--- src/rtl/conv_mac_seq.sv ---
// conv_mac_seq: sliding-window 1-D convolution MAC fed by a registered filter ROM.
// Define RELU_EN to clamp each output at zero (max(acc, 0)); timing is unchanged.
module conv_mac_seq #(
  parameter int N = 43,
  parameter int M = 16,
  parameter int T = 32,
  parameter int A = 4
) (
  input  logic         clk,
  input  logic         reset,
  input  logic [T-1:0] s_data_x,
  input  logic         s_valid_x,
  output logic         s_ready_x,
  output logic [A-1:0] fmem_addr,
  input  logic [T-1:0] fmem_z,
  output logic [T-1:0] m_data_y,
  output logic         m_valid_y,
  input  logic         m_ready_y
);
  localparam int NO = N - M + 1;
  localparam int OW = $clog2(NO + 1);
  typedef enum logic [1:0] {FILL, COMP, OUT, SHIFT} state_t;
  state_t r_state, w_next;
  logic [T-1:0] r_w [M];
  logic [T-1:0] r_acc, r_y, w_prod, w_sum, w_res;
  logic [A:0] r_fill, r_c;
  logic [OW-1:0] r_out;
  logic [A-1:0] w_idx;
  logic w_acc_x, w_acc_y, w_last;
  assign w_acc_x = s_valid_x && s_ready_x;
  assign w_acc_y = m_valid_y && m_ready_y;
  assign w_last = r_out == OW'(NO - 1);
  // ROM data arriving in cycle c belongs to address c-1, so pair it with w[c-1]
  assign w_idx = A'(r_c - 1'b1);
  assign w_prod = fmem_z * r_w[w_idx];
  assign w_sum = r_acc + w_prod;
`ifdef RELU_EN
  assign w_res = w_sum[T-1] ? '0 : w_sum;
`else
  assign w_res = w_sum;
`endif
  assign m_data_y = r_y;
  always_ff @(posedge clk)
    if (reset) r_state <= FILL;
    else r_state <= w_next;
  always_comb begin
    w_next = r_state;
    if (r_state == FILL && w_acc_x && r_fill == (A+1)'(M - 1)) w_next = COMP;
    if (r_state == COMP && r_c == (A+1)'(M)) w_next = OUT;
    if (r_state == OUT && w_acc_y) w_next = w_last ? FILL : SHIFT;
    if (r_state == SHIFT && w_acc_x) w_next = COMP;
  end
  always_comb begin
    s_ready_x = r_state == FILL || r_state == SHIFT;
    m_valid_y = r_state == OUT;
    fmem_addr = r_state == COMP ? r_c[A-1:0] : '0;
  end
  always_ff @(posedge clk) begin
    if (reset) begin
      for (int i = 0; i < M; i++) r_w[i] <= '0;
      r_acc <= '0;
      r_y <= '0;
      r_fill <= '0;
      r_c <= '0;
      r_out <= '0;
    end else begin
      if (w_acc_x) begin
        for (int i = 0; i < M - 1; i++) r_w[i] <= r_w[i+1];
        r_w[M-1] <= s_data_x;
      end
      if (r_state == FILL && w_acc_x) r_fill <= r_fill + 1'b1;
      r_c <= (r_state == COMP && r_c != (A+1)'(M)) ? r_c + 1'b1 : '0;
      if (r_state == COMP) r_acc <= r_c == '0 ? '0 : w_sum;
      if (r_state == COMP && r_c == (A+1)'(M)) r_y <= w_res;
      if (w_acc_y) begin
        r_out <= w_last ? '0 : r_out + 1'b1;
        if (w_last) r_fill <= '0;
      end
    end
  end
endmodule

--- config.mk ---
export PLATFORM = sky130hd
export DESIGN_NAME = conv_mac_seq
export DESIGN_NICKNAME = d
export VERILOG_FILES = /design/src/rtl/conv_mac_seq.sv
export SDC_FILE = /design/constraint.sdc
export NUM_CORES = 2
export LEC_CHECK = 0
export ABC_CLOCK_PERIOD_IN_PS = 37800
export CAP_MARGIN = 20
export CELL_PAD_IN_SITES_DETAIL_PLACEMENT = 1
export CELL_PAD_IN_SITES_GLOBAL_PLACEMENT = 2
export CORE_MARGIN = 2
export CORE_UTILIZATION = 35
export DETAILED_ROUTE_END_ITERATION = 12
export PLACE_DENSITY = 0.69
export SYNTH_ARGS = -nofsm -noshare
export SYNTH_HDL_FRONTEND = slang
export SYNTH_SLANG_ARGS = --single-unit
--- constraint.sdc ---
create_clock -name clk -period 37.8 [get_ports clk]
set_input_delay 5.67 -clock clk [delete_from_list [all_inputs] [get_ports clk]]
set_output_delay 5.67 -clock clk [all_outputs]
set_load 0.05 [all_outputs]
==> impl_results.md <==
- Total track usage: 0.1800
- Cells on Worst Hold Path: 2
- Tcrit/Tclk final: 0.3472
- Final GP Congestion: 0.8003
- Commonest non-fill, non-tap cell in the layout: and2_1
- Resize count post-CTS: 0
- CTS tree: yes
- Max-cap violations: 0
- Via Count: 25.31k
- Chip height: 352.8 um
- Asr flop ratio synth: 0
- Boundary pin count: 106
- Wirelength per Cell: 20.90 um
- Yosys Warn Count: 0
- Post-route DRC: 0
- Sequential area share after synthesis: 0.3990
- Area Growth Syn to Fin: 11.53%
- 1st-pass router iterations: 5
- FF-to-FF End: m_data_y[30]
- Min Tclk post-route: 13.12 ns
- Clk_lat worst skew: 0.64 ns
- Most frequent CP cell: fa_1
- Max Clock Freq: 76.20 MHz
- CTS max path bufs: 3
- Launch point of the worst reg-to-reg path: r_c[0]
- Pin count of the biggest net entering global routing: 291
- Final hold viol count: 0
- Vias in the first global route: 27.94k
- Unrepaired setup endpoints after global routing: false
- Core area: 120300 um^2
- Critical-path top delay cell: clkdlybuf4s50_1
- Average size of a mapped cell: 12.01 um^2
- First-pass GRT wire length: 174300 um
- H-Tree Depth: 3
- Die area: 124500 um^2
- Initial core utilization: 0.3541
- CTS Hold Buffers Added: 0
- Critical Path End Type: register
- Setup crit start: fmem_z[11]
- IO Port Bufs: 105
- Most frequent cells in the layout: and2_1 (593), edfxtp_1 (512), inv_1 (510)
- Clock sinks: 593
- Detail-routed via count per cell: 4.830
- Worst EP required: 38.35 ns
- First DRT Iteration DRCs: 1510
- Clk slew on worst S/H paths: 0.06 ns
- Crit Path Class: in2reg
- Post-Synthesis Cells: 3547
- CTS buffer count: 72
- Overflow after GRT: 0
- CP Max Fanout: 21
- Setup_tns: 0 ns
- Synth Net Count: 4186
- Worst Hold Class: reg2reg
- Initial antenna violation count: 6
- Synth cell types: 53
- CTS Root Cell: clkbuf_16
- Status: finished, final reports clean
- Post-synth EDFFs: 512
- Slew Viols, Final: 0
- Post-synth top flop: edfxtp_1
- Worst stage delay on the critical path: 1.15 ns
- Total wire length: 109600 um
- Detailed placement HPWL: 77440 um
- Layout Skew: 0.04148 ns
- Total setup buffers inserted after CTS: 0
- Yosys reg bits: 593
- Overall die width: 352.8 um
- DRT antenna net count: 0
- Max-slew headroom: 0.1280
- Hold Path End: m_data_y[7]
- Fillers: 12.82k
- Worst Max-Slew Pin Slew: 1.308 ns
- R2R depth: 30
- HP Start: m_data_y[7]
- Share of cells above drive strength 1: 0.08630
- R2R Setup Slk: 26.28 ns
- Crit path DAT: 13.67 ns
- Startpoint Class: input port
- # nets final: 4214
- Rows: 127
- Final setup viols: 0
- Post-Syn Area: 42590 um^2
[kinds of logic after synthesis]
logic type	after synthesis	share of synthesized area
flip-flops	593	0.3990
AND/OR/NAND/NOR	1237	0.1584
adder cells (fa/ha/maj)	571	0.2449
AO/OA/AOI/OAI	149	0.02244
buffers and inverters	712	0.06695
multiplexers	187	0.08637
XOR/XNOR	98	0.02186
[worst max path at each step]
stage,to,slack (ns),cells after the start
final,m_data_y[30],24.68,27
after CTS,m_data_y[30],24.72,27
after floorplan,r_w[0][0],18.18,4
after detailed placement,m_data_y[30],24.06,27
after global placement,m_data_y[30],24.09,27
after global routing,m_data_y[31],24.29,28
[per-layer routing]
layer / routed length, um / part of all wire / global-route usage
met5: 15 / 0.00014 / 0
met4: 1999 / 0.018 / 0.04333
met3: 3093 / 0.028 / 0.01959
met2: 50600 / 0.46 / 0.2820
met1: 53850 / 0.49 / 0.2671
[per-stage QoR]
stage	setup slack (ns)	instances	util	instance area, um^2	hold WS [ns]
after global routing	24.29	5240	0.3949	47500	0.4840
after floorplan	18.18	3547	-	42590	0.4537
final	24.68	5241	0.3949	47500	0.4548
after CTS	24.72	5239	0.3949	47500	0.4558
after detailed placement	24.06	5113	0.3759	45220	0.4481
after global placement	24.09	5113	0.3759	45220	0.4436
[state kept, by name, summed over array words and instances, names as in the netlist]
name      flops
r_state       2
r_w         512
r_out         5
r_c           5
r_fill        5
m_data_y     32
r_acc        32
[cell type report]
type	instances	area, um^2	area share
flip-flops and latches	593	17000	0.3579
clock inverters	34	350.3	0.007375
multi-input cells	2242	22830	0.4807
repair buffers	156	1454	0.03061
inverters	510	1914	0.04030
diodes	2	5.005	0.0001054
clock buffers	92	1929	0.04061
well taps	1612	2017	0.04246
[cells in the mapped netlist (19+ instances only)]
library cell  number  area (um^2)
a21o_1            19        142.6
a21oi_1           66        330.3
a2bb2oi_1         19        166.4
and2_1           593         3710
buf_4             20        150.1
clkbuf_1         159        596.8
dfxtp_1           81         1622
edfxtp_1         512        15370
fa_1             438         8768
ha_1             133         1664
inv_1            510         1914
mux2i_1           42        420.4
mux4_2           137         3085
nand2_1          338         1269
nor2_1            61        229.0
nor2b_1          212         1326
xnor2_1           74        648.1
xor2_1            19        166.4
[critical path: cells and delay by family]
family	cells	cell delay [ns]
AOI/OAI and AO/OA	10	1.77
xor gates and xnor gates	1	0.21
adders and majority gates	9	4.26
buffers and inverters	5	1.35
and+or+nand+nor	2	0.36
Power is left out: the tool's default activity adds up to more than one toggle a clock period on the data nets, which glitch-free logic cannot reach.
